==> config.mk <==
export PLATFORM = sky130hd
export DESIGN_NAME = seg7_scan_ctrl
export DESIGN_NICKNAME = d
export VERILOG_FILES = /design/src/rtl/seg7_pkg.sv /design/src/rtl/seg7_hex_decode.sv /design/src/rtl/seg7_scan_ctrl.sv
export SDC_FILE = /design/constraint.sdc
export NUM_CORES = 1
export LEC_CHECK = 0
export ABC_AREA = 0
export BUFFER_PORTS_ARGS = -buffer_cell sky130_fd_sc_hd__clkbuf_2
export CORE_MARGIN = 2
export CORE_UTILIZATION = 59
export CTS_CLUSTER_SIZE = 12
export DETAILED_ROUTE_END_ITERATION = 7
export MAX_ROUTING_LAYER = met4
export PLACE_DENSITY = 0.84
export SLEW_MARGIN = 20
export SYNTH_ARGS = -nofsm -noshare
export SYNTH_HDL_FRONTEND = slang
export SYNTH_HIERARCHICAL = 1
export SYNTH_SLANG_ARGS = --single-unit
export TNS_END_PERCENT = 20
==> constraint.sdc <==
create_clock -name clk_50MHz_i -period 2.5 [get_ports clk_50MHz_i]
set_input_delay 0.25 -clock clk_50MHz_i [delete_from_list [all_inputs] [get_ports clk_50MHz_i]]
set_output_delay 0.25 -clock clk_50MHz_i [all_outputs]
set_load 0.1 [all_outputs]
==> src/rtl/seg7_pkg.sv <==
// Shared types and constants for the two-digit seven-segment scan controller.
package seg7_pkg;

  typedef enum logic [1:0] {
    IDLE  = 2'd0,
    BLANK = 2'd1,
    SHOW  = 2'd2
  } seg7_state_e;

  localparam logic [1:0] ADDR_DIG0 = 2'd0;
  localparam logic [1:0] ADDR_DIG1 = 2'd1;
  localparam logic [1:0] ADDR_CTRL = 2'd2;

  localparam int CTRL_EN   = 0;
  localparam int CTRL_RAW0 = 1;
  localparam int CTRL_RAW1 = 2;

  // Active-high segment patterns, bit 0 = a ... bit 6 = g.
  localparam logic [6:0] HEX_SEG [0:15] = '{
    7'h3F, 7'h06, 7'h5B, 7'h4F, 7'h66, 7'h6D, 7'h7D, 7'h07,
    7'h7F, 7'h6F, 7'h77, 7'h7C, 7'h39, 7'h5E, 7'h79, 7'h71
  };

endpackage

==> src/rtl/seg7_hex_decode.sv <==
// Nibble/dp or raw byte to an active-high segment pattern.
module seg7_hex_decode
  import seg7_pkg::*;
(
  input  logic [3:0] nibble,
  input  logic       dp,
  input  logic       raw,
  input  logic [7:0] raw_byte,
  output logic [7:0] pattern
);

  assign pattern = raw ? raw_byte : {dp, HEX_SEG[nibble]};

endmodule

==> src/rtl/seg7_scan_ctrl.sv <==
// Two-digit multiplexed seven-segment driver with a small register port.
// Each digit gets a blanking gap, then an on-window showing a latched pattern.
module seg7_scan_ctrl
  import seg7_pkg::*;
#(
  parameter int DIGIT_CYCLES   = 50000,
  parameter int BLANK_CYCLES   = 500,
  parameter bit COM_ACTIVE_LOW = 1'b1,
  parameter bit SEG_ACTIVE_LOW = 1'b1
) (
  input  logic        clk_50MHz_i,
  input  logic        reset,
  input  logic        wr_en,
  input  logic [1:0]  addr,
  input  logic [7:0]  wr_data,
  output logic [7:0]  rd_data,
  output logic [7:0]  SEG_o,
  output logic [1:0]  COM_o,
  output logic        frame_tick,
  output seg7_state_e dbg_state
);

  localparam int CNT_MAX = (DIGIT_CYCLES > BLANK_CYCLES) ? DIGIT_CYCLES : BLANK_CYCLES;
  localparam int CNT_W   = $clog2(CNT_MAX);
  localparam logic [CNT_W-1:0] DIGIT_LOAD = CNT_W'(DIGIT_CYCLES - 1);
  localparam logic [CNT_W-1:0] BLANK_LOAD = CNT_W'(BLANK_CYCLES - 1);
  localparam logic [7:0] SEG_OFF = SEG_ACTIVE_LOW ? 8'hFF : 8'h00;
  localparam logic [1:0] COM_OFF = COM_ACTIVE_LOW ? 2'b11 : 2'b00;

  logic [7:0]       dig0_q, dig1_q, ctrl_q, rd_q, rd_d;
  seg7_state_e      state_q, state_d;
  logic [CNT_W-1:0] cnt_q, cnt_d;
  logic             digit_q, digit_d;
  logic [7:0]       seg_q, seg_d;
  logic [1:0]       com_q, com_d;
  logic             tick_q, tick_d;
  logic [7:0]       sel_byte, pattern;
  logic             sel_raw;
  logic [1:0]       com_on;

  assign sel_byte = digit_q ? dig1_q : dig0_q;
  assign sel_raw  = digit_q ? ctrl_q[CTRL_RAW1] : ctrl_q[CTRL_RAW0];
  assign com_on   = digit_q ? 2'b10 : 2'b01;

  seg7_hex_decode u_dec (
    .nibble   (sel_byte[3:0]),
    .dp       (sel_byte[7]),
    .raw      (sel_raw),
    .raw_byte (sel_byte),
    .pattern  (pattern)
  );

  always_comb begin
    rd_d = 8'h00;
    case (addr)
      ADDR_DIG0: rd_d = dig0_q;
      ADDR_DIG1: rd_d = dig1_q;
      ADDR_CTRL: rd_d = ctrl_q;
      default:   rd_d = 8'h00;
    endcase
  end

  // The pattern latched on the last BLANK cycle is held in seg_q for the whole
  // window, so register writes during SHOW cannot tear the displayed digit.
  always_comb begin
    state_d = state_q;
    cnt_d   = cnt_q;
    digit_d = digit_q;
    seg_d   = seg_q;
    com_d   = com_q;
    tick_d  = 1'b0;
    if (!ctrl_q[CTRL_EN]) begin
      state_d = IDLE;
      cnt_d   = '0;
      digit_d = 1'b0;
      seg_d   = SEG_OFF;
      com_d   = COM_OFF;
    end else begin
      case (state_q)
        IDLE: begin
          state_d = BLANK;
          cnt_d   = BLANK_LOAD;
          digit_d = 1'b0;
          seg_d   = SEG_OFF;
          com_d   = COM_OFF;
        end
        BLANK: begin
          if (cnt_q == '0) begin
            state_d = SHOW;
            cnt_d   = DIGIT_LOAD;
            seg_d   = SEG_ACTIVE_LOW ? ~pattern : pattern;
            com_d   = COM_ACTIVE_LOW ? ~com_on : com_on;
          end else begin
            cnt_d = cnt_q - 1'b1;
          end
        end
        SHOW: begin
          // Raised one cycle early so the pulse coincides with the final digit 1 cycle.
          tick_d = digit_q && (cnt_q == CNT_W'(1));
          if (cnt_q == '0) begin
            state_d = BLANK;
            cnt_d   = BLANK_LOAD;
            digit_d = ~digit_q;
            seg_d   = SEG_OFF;
            com_d   = COM_OFF;
          end else begin
            cnt_d = cnt_q - 1'b1;
          end
        end
        default: state_d = IDLE;
      endcase
    end
  end

  always_ff @(posedge clk_50MHz_i) begin
    if (reset) begin
      dig0_q  <= 8'h00;
      dig1_q  <= 8'h00;
      ctrl_q  <= 8'h00;
      rd_q    <= 8'h00;
      state_q <= IDLE;
      cnt_q   <= '0;
      digit_q <= 1'b0;
      seg_q   <= SEG_OFF;
      com_q   <= COM_OFF;
      tick_q  <= 1'b0;
    end else begin
      if (wr_en) begin
        case (addr)
          ADDR_DIG0: dig0_q <= wr_data;
          ADDR_DIG1: dig1_q <= wr_data;
          ADDR_CTRL: ctrl_q <= wr_data;
          default: ;
        endcase
      end
      rd_q    <= rd_d;
      state_q <= state_d;
      cnt_q   <= cnt_d;
      digit_q <= digit_d;
      seg_q   <= seg_d;
      com_q   <= com_d;
      tick_q  <= tick_d;
    end
  end

  assign rd_data    = rd_q;
  assign SEG_o      = seg_q;
  assign COM_o      = com_q;
  assign frame_tick = tick_q;
  assign dbg_state  = state_q;

endmodule

* Word-level counts from Yosys, hierarchy flattened
Memories as Yosys holds them, arrays and structs flattened.
Cells that the tools add are included.
** Word-level totals
- Register bits :: 62
- ROM bits :: 112
- Input port bits :: 13
- Output and inout port bits :: 21
- Word-level logic and storage cells :: 61
- Memories :: 1
** Memory list
- (name not given) :: words 16, width 7, read ports 1, clocked after memory_dff 0, write ports 0, line seg7_hex_decode.sv:12 : assign pattern = raw ? raw_byte : {dp, HEX_SEG[nibble]};
** Cells by class
- Add/subtract/negate cells :: 1
- $lt $le $gt $ge :: 1
- Equality and inequality tests :: 7
- Mux-type cells :: 21
- Bitwise logic cells :: 6
- Reductions and logical operators :: 14
** Operator list (number)
- 16-bit one-hot mux with 3 select lines :: 1
- 8-bit one-hot mux with 3 select lines :: 2
- 16-bit two-way mux :: 2
- 8-bit two-way mux :: 3
- 7-bit two-way mux :: 3
- 16-bit by 1-bit equality test with 1-bit output, second input constant :: 1
- 16-bit logical NOT :: 1
- 16-bit by 1-bit subtractor with 16-bit output, second input constant :: 1
- 2-bit one-hot mux with 3 select lines :: 2
- 2-bit two-way mux :: 5
- 2-bit AND reduction :: 5
- 8-bit NOT :: 1
- 5-bit greater-or-equal comparator, second input constant :: 1
- 4-bit NOT with 5-bit output :: 1
- 2-bit by 1-bit equality test with 1-bit output, second input constant :: 2
- 2-bit equality test, second input constant :: 2
- 2-bit logical NOT :: 2
- 2-bit inequality test, second input constant :: 2
- 1-bit NOT :: 3
- 3-bit AND reduction :: 1
- 3-bit nonzero test :: 1
- 3-bit OR reduction :: 1
- 1-bit two-way mux :: 2
- 2-bit NOT :: 1
- 4 further kinds :: 4

* Longest topological paths before layout
Gate-level depths: netlist (run 1).
- Depth in word-level cells :: 9
- Mapped depth :: 9
- Mapped depth without buffers :: 9

* Cells and area by module
Netlist (run 1), hierarchy kept.
** By module, submodules not included
- seg7_scan_ctrl :: instances 1, cells each 346, area each 2944.1 um^2
- seg7_hex_decode :: instances 1, cells each 50, area each 372.9 um^2

* Worst setup path after synthesis (run 1)
OpenSTA, ideal clock, no wires.
- Path type :: reg2reg
- Start :: reg state_q[0] (netlist: dbg_state[0])
- End :: reg com_q[1] (netlist: COM_o[1])
- Setup time :: 0.132 ns
- Data arrival time :: 2.423 ns
- Required time :: 2.368 ns
- Slack :: -0.055 ns
- Stages on the path, launching flop included :: 9
- Buffers on the path :: 2
- Clock period less this slack :: 2.555 ns
- Path through :: dfxtp_1 -> inv_1 -> ha_1 -> or2_2 -> buf_4 -> o21a_1 -> clkbuf_1 -> nor3_1 -> o21ai_0
** On the way
- Longest elaborated chain between the ends :: 3
** Ends and longest elaborated chain
- start, declared :: line seg7_scan_ctrl.sv:31 : seg7_state_e state_q, state_d;
- start signal, assigned :: line seg7_scan_ctrl.sv:137 : state_q <= state_d;
- 2-bit by 1-bit equality test with 1-bit output, or another cell as far along :: line seg7_scan_ctrl.sv:79 : case (state_q)
- 2-bit inequality test (no source line) / 3-bit nonzero test (equally long branches)
- 3-bit AND reduction (no source line)
- end signal, assigned :: line seg7_scan_ctrl.sv:141 : com_q <= com_d;
- end, declared :: line seg7_scan_ctrl.sv:35 : logic [1:0] com_q, com_d;
Parallel ways exist; a longest one is shown, timed or not.
A chain may end at the register's enable or synchronous reset.

* Worst setup path after layout (run 1)
- Start :: reg digit_q
- End :: reg seg_q[1] (netlist: SEG_o[1])
** On the way
- Longest elaborated chain between the ends :: 9
** Ends and longest elaborated chain
- start, declared :: line seg7_scan_ctrl.sv:33 : logic digit_q, digit_d;
- start signal, assigned :: line seg7_scan_ctrl.sv:139 : digit_q <= digit_d;
- 8-bit two-way mux * :: line seg7_scan_ctrl.sv:41 : assign sel_byte = digit_q ? dig1_q : dig0_q;
- named net sel_byte[1] :: line seg7_scan_ctrl.sv:37 : logic [7:0] sel_byte, pattern;
- 4-bit NOT with 5-bit output (implied by the code) :: line seg7_hex_decode.sv:12
- memory 16 x 7 bit
- 7-bit two-way mux (implied by the code) (2 in a row) :: line seg7_hex_decode.sv:12
- 7-bit two-way mux * :: line seg7_hex_decode.sv:12
- named net pattern[1] :: line seg7_scan_ctrl.sv:37
- 8-bit NOT * :: line seg7_scan_ctrl.sv:91 : seg_d = SEG_ACTIVE_LOW ? ~pattern : pattern;
- 8-bit two-way mux * :: line seg7_scan_ctrl.sv:88 : if (cnt_q == '0) begin
- 8-bit one-hot mux with 3 select lines * :: line seg7_scan_ctrl.sv:79
- end signal, assigned :: line seg7_scan_ctrl.sv:140 : seg_q <= seg_d;
- end, declared :: line seg7_scan_ctrl.sv:34 : logic [7:0] seg_q, seg_d;
Mark *: on every way through the listed nets, which the timed path passes. The rest lies on a longest branch. The select of a mux whose other input is x is not followed.

==> results of run 1 <==
==> path summary, 6_finish.rpt <==
path	slack (ns)	start	endpoint
worst max-delay path	0.22	digit_q	SEG_o[1]
worst min-delay path	0.18	wr_data[3]	dig1_q[3]
worst min register to register	0.48	cnt_q[12]	cnt_q[12]
worst max register to register	0.22	digit_q	SEG_o[1]
==> layout make-up <==
cell class              instances  area, µm²
repair buffers                 43        240
inverters                      16       60.1
fillers                       456       1750
multi-input cells             290       1880
clock buffers                  14        193
flip-flops and latches         62       1240
well taps                      72       90.1
clock inverters                 2       12.5
==> sequential cells by signal (all words and copies together) (netlist names) <==
register    count
cnt_q          16
SEG_o           8
ctrl_q          8
dig0_q          8
dig1_q          8
rd_data         8
COM_o           2
dbg_state       2
digit_q         1
frame_tick      1
==> cells in the mapped netlist, drive strengths merged (2+ instances only) <==
cell	instances	area [µm²]
mux2i	27	270
nor3	17	85.1
dfxtp	62	1240
o311ai	2	17.5
o211ai	2	20.0
nor3b	2	15.0
a21o	4	30.0
inv	16	60.1
nor4	4	25.0
o41ai	3	26.3
a221oi	7	67.6
nand2b	3	18.8
a22o	3	26.3
o21ai	32	164
nor2	46	185
nand3b	2	15.0
a21oi	33	165
or4	4	37.5
o21a	2	15.0
nand2	29	109
buf	9	61.3
ha	14	175
xnor2	4	35.0
a211oi	6	45.0
o31ai	2	15.0
clkbuf	19	71.3
mux2	10	113
nand3	14	70.1
nor2b	3	18.8
==> worst max-delay path, cell delays in order (launching register included) <==
cell and delay, ns:
sky130_fd_sc_hd__dfxtp_1 0.50, sky130_fd_sc_hd__mux2_2 0.44, sky130_fd_sc_hd__inv_1 0.16, sky130_fd_sc_hd__ha_1 0.26
sky130_fd_sc_hd__nor2b_1 0.13, sky130_fd_sc_hd__o21ai_0 0.19, sky130_fd_sc_hd__a22o_1 0.16, sky130_fd_sc_hd__nand2_1 0.05
sky130_fd_sc_hd__nor3_1 0.14, sky130_fd_sc_hd__o21ai_0 0.12
==> cell families (layout without fill, tap and decap cells) <==
logic type,after synthesis,count (layout),share of synthesized area
compound gates,102,102,0.194
mux,37,37,0.115
simple gates,132,132,0.192
xor+xnor,5,5,0.0132
flops,62,62,0.374
fa+ha+maj,14,14,0.0528
buf+inv,44,75,0.0581
==> power by group <==
group	switching, mW	total, mW	internal (mW)
Combinational	0.140	0.217	0.0775
Sequential	0.0146	1.02	1.01
Clock	0.386	0.880	0.494
==> layer usage <==
metal | GRT usage | wire length (µm) | up-vias
met5 | - | 0 | -
met4 | 0.117 | 146 | 0
met3 | 0.0420 | 482 | 15
met2 | 0.436 | 3730 | 140
met1 | 0.381 | 3690 | 1474
li1 | - | - | 1462
==> through the flow <==
stage	instance area, µm²	utilization	total power, mW	hold slack (ns)	cells
6_report	3720	0.680	2.12	0.176	499
5_1_grt	3720	0.680	2.19	0.183	499
4_1_cts	3720	0.680	2.12	0.166	499
3_5_place_dp	3520	0.643	1.25	0.475	483
3_3_place_gp	3520	0.643	1.25	0.466	483
2_1_floorplan	3320	-	1.20	0.394	396
==> impl_metrics.yaml, run 1 <==
global_route:
  overflow_after_grt: 0
  grtUsageTotal: 0.285
  grt_antenna_before_repair: 0
  global_route_wire_length_before_repair_um: 13800
  grt_max_degree: 34
  first_global_vias: 2922
sta:
  finalSetupViolCount: 0
  final_critical_path_setup_slack_ns: 0.221
  min_period_over_period: 0.911
  report.final.hold_viol_count: 0
  rsz_0062_raised_after_global_routing: "no"
  relSlewSlack: 0.593
  worst-slew-pin-transition_ns: 0.609
  fmaxAchievable_ghz: 0.439
  setup_tns_ns: 0
  final-max-slew-violation-count: 0
  finalClockSkew_ns: 0.00595
  period_needed_ns: 2.28
clock_tree:
  cts_buffers: 9
  sinks_on_the_clock_net: 62
  clock_path_buffers: 2
  clk_latency_ns: 0.33
  tritoncts: "yes"
  cts_hold_buf: 0
  clockRootBuffer: "sky130_fd_sc_hd__clkbuf_8"
  clock_tree.htree_level_count: 3
  postCtsSetupBuffers: 0
  post_cts_resize_count: 0
  path_clk_slew_ns: 0.07
logic_synthesis:
  synthesis.area_per_instance_um2: 8.38
  number_of_warnings_reported_in_the_yosys_synthesis_log: 6
  postSynth.asyncResetShare: 0
  yosys_most_used_dff: "sky130_fd_sc_hd__dfxtp_1"
  synth_cells: 396
  ys_ff_latch: 62
  synth.lib_cells_used.distinct: 54
  synth_edf_count: 0
  cell_area_after_synthesis_um2: 3320
  postSynthNetCount: 423
  yosysSeqAreaShare: 0.374
detailed_routing:
  detailedRoute.firstIterationViolations: 347
  final_antenna_net_count: 0
  num_vias: 3091
  drt-wirelength-per-cell_um: 16.1
  drtPass1Iterations: 5
  drt_drc_violations_left: 0
  detail_route.vias_per_cell: 6.19
  route.final.wire_length_um: 8050
critical_path:
  crit_arrival_ns: 2.48
  worst_setup_path_start_kind: "register"
  worst_setup_path_end_kind: "register"
  largest_fanout_on_the_critical_path: 8
  worst-setup-path-type: "reg -> reg"
  worst-r2r-cell-count: 9
  crit_required_ns: 2.70
floorplan:
  ios: 34
  fp.dieW_um: 79.0
  initial_core_util: 0.606
  floorplan.die_area_um2: 6240
  std_cell_rows: 27
  design.core.area_um2: 5470
  die_height_um: 79.0
place:
  port_buffers: 33
  place_congestion: 0.913
  post-place-ws_ns: 0.312
  detailedPlacementHpwl_um: 5380
final_layout:
  design.final.nets: 449
  diodes_inserted: 0
  layout_cells_sized_above_1: 0.190
  final_cell_mix: "sky130_fd_sc_hd__dfxtp_1, sky130_fd_sc_hd__nor2_1, sky130_fd_sc_hd__a21oi_1, sky130_fd_sc_hd__clkbuf_2, sky130_fd_sc_hd__nand2_1"
  layout-area-overhead-vs-synth_pct: 12.2
  final_common_cell: "sky130_fd_sc_hd__dfxtp_1"
pwr:
  vdd_drop_max_v: 0.000390
  leakage_nw: 1.56
  power.density_cell_area_nw_per_um2: 569
hold_path:
  min_path_type: "in -> reg"
  worstHoldPathCells: 3
job:
  max_cap_violations: 0
status:
  outcome: "complete, no violations"
No activity file was read; power rests on OpenSTA's default activity.
==> inputs of run 2 (changes only) <==
- CORE_UTILIZATION: 59 -> 60
- PLACE_DENSITY: 0.84 -> 0.85
- clock period: 2.5 -> 2.7 ns (I/O delays scaled with it)
==> run 2 against run 1 <==
Non-clock buffer count fell by 3. Worst setup slack gained 0.24 ns. Sequential share of layout area increased by 0.20 points. Hold slack better by 0.017 ns. Count of clock-buffer cells in the layout fell by 2. Register-to-register slack improved by 0.24 ns. Global-route usage down 0.44 points. Via count is 2.2% lower. Largest cell class unchanged. Largest power group unchanged.
==> impl_metrics.yaml, run 2 (same netlist as run 1, synthesis figures left out) <==
critical_path:
  worst_setup_path_end_kind: "register"
  crit_arrival_ns: 2.47
  worst_setup_path_start_kind: "register"
  worst-setup-path-type: "reg -> reg"
  largest_fanout_on_the_critical_path: 15
  worst-r2r-cell-count: 8
  crit_required_ns: 2.93
pwr:
  leakage_nw: 1.54
  design_power_total_mw: 1.98
  power.density_cell_area_nw_per_um2: 536
  vdd_drop_max_v: 0.000343
final_layout:
  layout-area-overhead-vs-synth_pct: 11.3
  final_cell_mix: "sky130_fd_sc_hd__dfxtp_1, sky130_fd_sc_hd__nor2_1, sky130_fd_sc_hd__a21oi_1, sky130_fd_sc_hd__clkbuf_2, sky130_fd_sc_hd__nand2_1"
  max_flop_register: "cnt_q"
  number_of_flip_flops_in_the_largest_register: 16
  final_common_cell: "sky130_fd_sc_hd__dfxtp_1"
  layout_cells_sized_above_1: 0.177
  design.final.nets: 446
  nFillCells: 444
  diodes_inserted: 0
clock_tree:
  clk_latency_ns: 0.34
  clock_tree.htree_level_count: 3
  clock_path_buffers: 2
  tritoncts: "yes"
  post_cts_resize_count: 0
  postCtsSetupBuffers: 0
  path_clk_slew_ns: 0.07
  cts_hold_buf: 0
  clockRootBuffer: "sky130_fd_sc_hd__clkbuf_8"
  cts_buffers: 9
  sinks_on_the_clock_net: 62
floorplan:
  die_height_um: 78.4
  floorplan.die_area_um2: 6140
  std_cell_rows: 27
  ios: 34
  design.core.area_um2: 5410
  initial_core_util: 0.614
  fp.dieW_um: 78.4
detailed_routing:
  drt-wirelength-per-cell_um: 15.7
  dr.max_layer_used: "met4"
  drt_drc_violations_left: 0
  drtPass1Iterations: 5
  route.final.wire_length_um: 7800
  detail_route.vias_per_cell: 6.09
  detailedRoute.firstIterationViolations: 256
  final_antenna_net_count: 0
  routed-wl-met3_um: 504
  routed-wl-met2_um: 3600
  met1_wire_length_um: 3600
  num_vias: 3022
sta:
  finalClockSkew_ns: 0.00544
  worst-slew-pin-transition_ns: 0.569
  min_period_over_period: 0.830
  report.final.hold_viol_count: 0
  finalSetupViolCount: 0
  rsz_0062_raised_after_global_routing: "no"
  final-max-slew-violation-count: 0
  setup_tns_ns: 0
  period_needed_ns: 2.24
  relSlewSlack: 0.620
  fmaxAchievable_ghz: 0.446
global_route:
  first_global_vias: 2856
  grt_antenna_before_repair: 0
  grtUsageTotal: 0.281
  overflow_after_grt: 0
  global_route_wire_length_before_repair_um: 13300
  grt_max_degree: 34
status:
  outcome: "complete, no violations"
place:
  detailedPlacementHpwl_um: 5150
  place_congestion: 0.814
  port_buffers: 33
hold_path:
  worstHoldPathCells: 3
  min_path_type: "in -> reg"
job:
  max_cap_violations: 0
## run 2: where the power goes
part	total [mW]	internal, mW	switching (mW)
sequential	0.943	0.931	0.0121
combinational	0.200	0.0698	0.130
clock	0.835	0.472	0.362
total	1.98	1.47	0.504
## run 2: critical path, stage by stage (launching register included)
cell	delay, ns
sky130_fd_sc_hd__dfxtp_1	0.47
sky130_fd_sc_hd__buf_4	0.25
sky130_fd_sc_hd__mux2_2	0.48
sky130_fd_sc_hd__and2b_1	0.23
sky130_fd_sc_hd__a221oi_2	0.30
sky130_fd_sc_hd__a21o_1	0.11
sky130_fd_sc_hd__nand2_1	0.05
sky130_fd_sc_hd__nor3_1	0.14
sky130_fd_sc_hd__o21ai_0	0.09
## run 2: metal layers
layer,vias to the layer above,track usage
met2,128,0.422
li1,1455,-
met1,1427,0.363
met4,0,0.112
met3,12,0.0736
met5,-,-
## run 2: final timing paths
| check | slack (ns) | start | to |
|---|---|---|---|
| hold reg to reg | 0.48 | dig1_q[6] | dig1_q[6] |
| setup / recovery | 0.46 | digit_q | SEG_o[2] |
| hold / removal | 0.19 | wr_data[2] | dig1_q[2] |
| setup reg to reg | 0.46 | digit_q | SEG_o[2] |
## run 2: through the flow
step	instance area [µm²]	utilization	instances	hold slack (ns)	setup WS (ns)
4_1_cts	3690	0.683	496	0.186	0.478
3_5_place_dp	3490	0.646	480	0.470	0.485
3_3_place_gp	3490	0.646	480	0.459	0.570
2_1_floorplan	3320	-	396	0.414	0.145
6_report	3690	0.683	496	0.193	0.459
5_1_grt	3690	0.683	496	0.203	0.279
## run 2: cell type report
type	instances	area [µm²]	share of cell area
tap	72	90.1	0.0244
sequential	62	1240	0.336
clock inverter	4	45.0	0.0122
timing repair buffer	40	218	0.0590
multi-input combinational	290	1880	0.510
inverter	16	60.1	0.0163
clock buffer	12	155	0.0420
==> inputs of run 3 (changes only) <==
- CORE_UTILIZATION: 60 -> 53
- PLACE_DENSITY: 0.85 -> 0.8
- clock period: 2.7 -> 1.9 ns (I/O delays scaled with it)
==> run 3 against run 2 <==
Sequential share of layout area fell by 2.9 points. Combinational power rose by 63%. Power rose by 58%. Via count rose by 3.3%. Non-clock buffer count rose by 27. Clock skew rose by 0.0033 ns. Global-route usage fell by 2.9 points. Critical path depth fell by 2. Design area rose by 11%. Worst setup slack got worse by 0.44 ns. Critical path type unchanged. Largest cell class unchanged.
==> impl_metrics.yaml, run 3 (same netlist as run 1, synthesis figures left out) <==
sta:
  report.final.hold_viol_count: 0
  min_period_over_period: 0.992
  relSlewSlack: 0.635
  worst-slew-pin-transition_ns: 0.550
  period_needed_ns: 1.88
  fmaxAchievable_ghz: 0.531
  rsz_0062_raised_after_global_routing: "yes"
  finalSetupViolCount: 0
  final-max-slew-violation-count: 0
  finalClockSkew_ns: 0.00875
pwr:
  power.density_cell_area_nw_per_um2: 765
  leakage_nw: 1.71
  vdd_drop_max_v: 0.000465
detailed_routing:
  detail_route.vias_per_cell: 5.93
  drt-wirelength-per-cell_um: 16.4
  final_antenna_net_count: 0
  detailedRoute.firstIterationViolations: 170
  num_vias: 3121
  drt_drc_violations_left: 0
  drtPass1Iterations: 5
  route.final.wire_length_um: 8640
place:
  placement.cell_area_um2: 3710
  detailedPlacementHpwl_um: 5760
  port_buffers: 33
  place_congestion: 0.898
final_layout:
  max_flop_register: "cnt_q"
  layout-area-overhead-vs-synth_pct: 23.4
  final_common_cell: "sky130_fd_sc_hd__dfxtp_1"
  diodes_inserted: 0
  nFillCells: 436
  finalCoreUtilization: 0.683
  design_area_um2: 4090
  layout_cells_sized_above_1: 0.288
  design.final.nets: 473
  number_of_flip_flops_in_the_largest_register: 16
  final_cell_mix: "sky130_fd_sc_hd__dfxtp_1, sky130_fd_sc_hd__nor2_1, sky130_fd_sc_hd__buf_4, sky130_fd_sc_hd__a21oi_1, sky130_fd_sc_hd__clkbuf_2"
critical_path:
  worst_setup_path_end_kind: "register"
  worst-setup-path-type: "reg -> reg"
  crit_arrival_ns: 2.11
  worst_setup_path_start_kind: "register"
  largest_fanout_on_the_critical_path: 7
  crit_required_ns: 2.12
clock_tree:
  tritoncts: "yes"
  clock_path_buffers: 2
  clockRootBuffer: "sky130_fd_sc_hd__clkbuf_8"
  path_clk_slew_ns: 0.07
  cts_buffers: 9
  cts_hold_buf: 0
  clk_latency_ns: 0.35
  postCtsSetupBuffers: 0
  sinks_on_the_clock_net: 62
  clock_tree.htree_level_count: 3
global_route:
  grt_max_degree: 34
  grt_antenna_before_repair: 0
  global_route_wire_length_before_repair_um: 13900
  overflow_after_grt: 0
  grtUsageTotal: 0.252
  first_global_vias: 2958
hold_path:
  min_path_type: "in -> reg"
floorplan:
  initial_core_util: 0.554
  fp.dieW_um: 83.1
  design.core.area_um2: 5990
  ios: 34
  floorplan.die_area_um2: 6910
  die_height_um: 83.1
  std_cell_rows: 28
status:
  outcome: "complete, no violations"
job:
  max_cap_violations: 0
==> run 3: repair_timing <==
action,CTS,global route
pin swaps,2,7
endpoints found under the setup margin,12,26
endpoints found under the hold margin,0,0
resized for setup,10,29
==> run 3: layout make-up <==
type	count	area [µm²]	area share
clock buffer	13	159	0.0388
inverter	16	62.6	0.0153
timing repair buffer	67	420	0.103
clock inverter	3	90.1	0.0220
multi-input combinational	290	2010	0.491
sequential	62	1260	0.307
tap	75	93.8	0.0229
==> run 3: power breakdown <==
group / switching (mW) / internal, mW
clock: 0.519 / 0.945
combinational: 0.200 / 0.127
sequential: 0.0191 / 1.32
total: 0.737 / 2.39
==> run 3: metal layers <==
metal / track usage / vias to the layer above / share of wire
met1: 0.319 / 1508 / 0.44
met4: 0.119 / 0 / 0.022
met2: 0.382 / 89 / 0.49
met5: - / - / 0
met3: 0.0567 / 16 / 0.054
li1: - / 1508 / -
==> run 3: through the flow <==
step | power (mW) | instances | setup WS (ns) | TNS, ns | hold WS [ns]
global route | 3.22 | 526 | -0.0456 | -0.147 | 0.122
CTS | 3.11 | 526 | -0.0136 | -0.0161 | 0.104
finish | 3.13 | 526 | 0.0151 | 0 | 0.107
global placement | 1.66 | 510 | -0.0494 | -0.147 | 0.454
floorplan | 1.58 | 396 | 0.00966 | 0 | 0.334
detailed placement | 1.67 | 510 | -0.0782 | -0.312 | 0.470
==> run 3: worst max-delay path: stages (launching register included) <==
cell	delay (ns)
sky130_fd_sc_hd__dfxtp_1	0.36
sky130_fd_sc_hd__nor4_2	0.34
sky130_fd_sc_hd__nand3_1	0.20
sky130_fd_sc_hd__buf_4	0.22
sky130_fd_sc_hd__o311a_4	0.34
sky130_fd_sc_hd__o211ai_1	0.20
sky130_fd_sc_hd__o41ai_1	0.10
==> run 3: worst paths after layout <==
check	startpoint	to	slack, ns	cells after the start
hold / removal	wr_data[3]	dig1_q[3]	0.11	3
setup / recovery	cnt_q[4]	cnt_q[14]	0.02	6
hold reg to reg	cnt_q[12]	cnt_q[12]	0.49	2
setup reg to reg	cnt_q[4]	cnt_q[14]	0.02	6
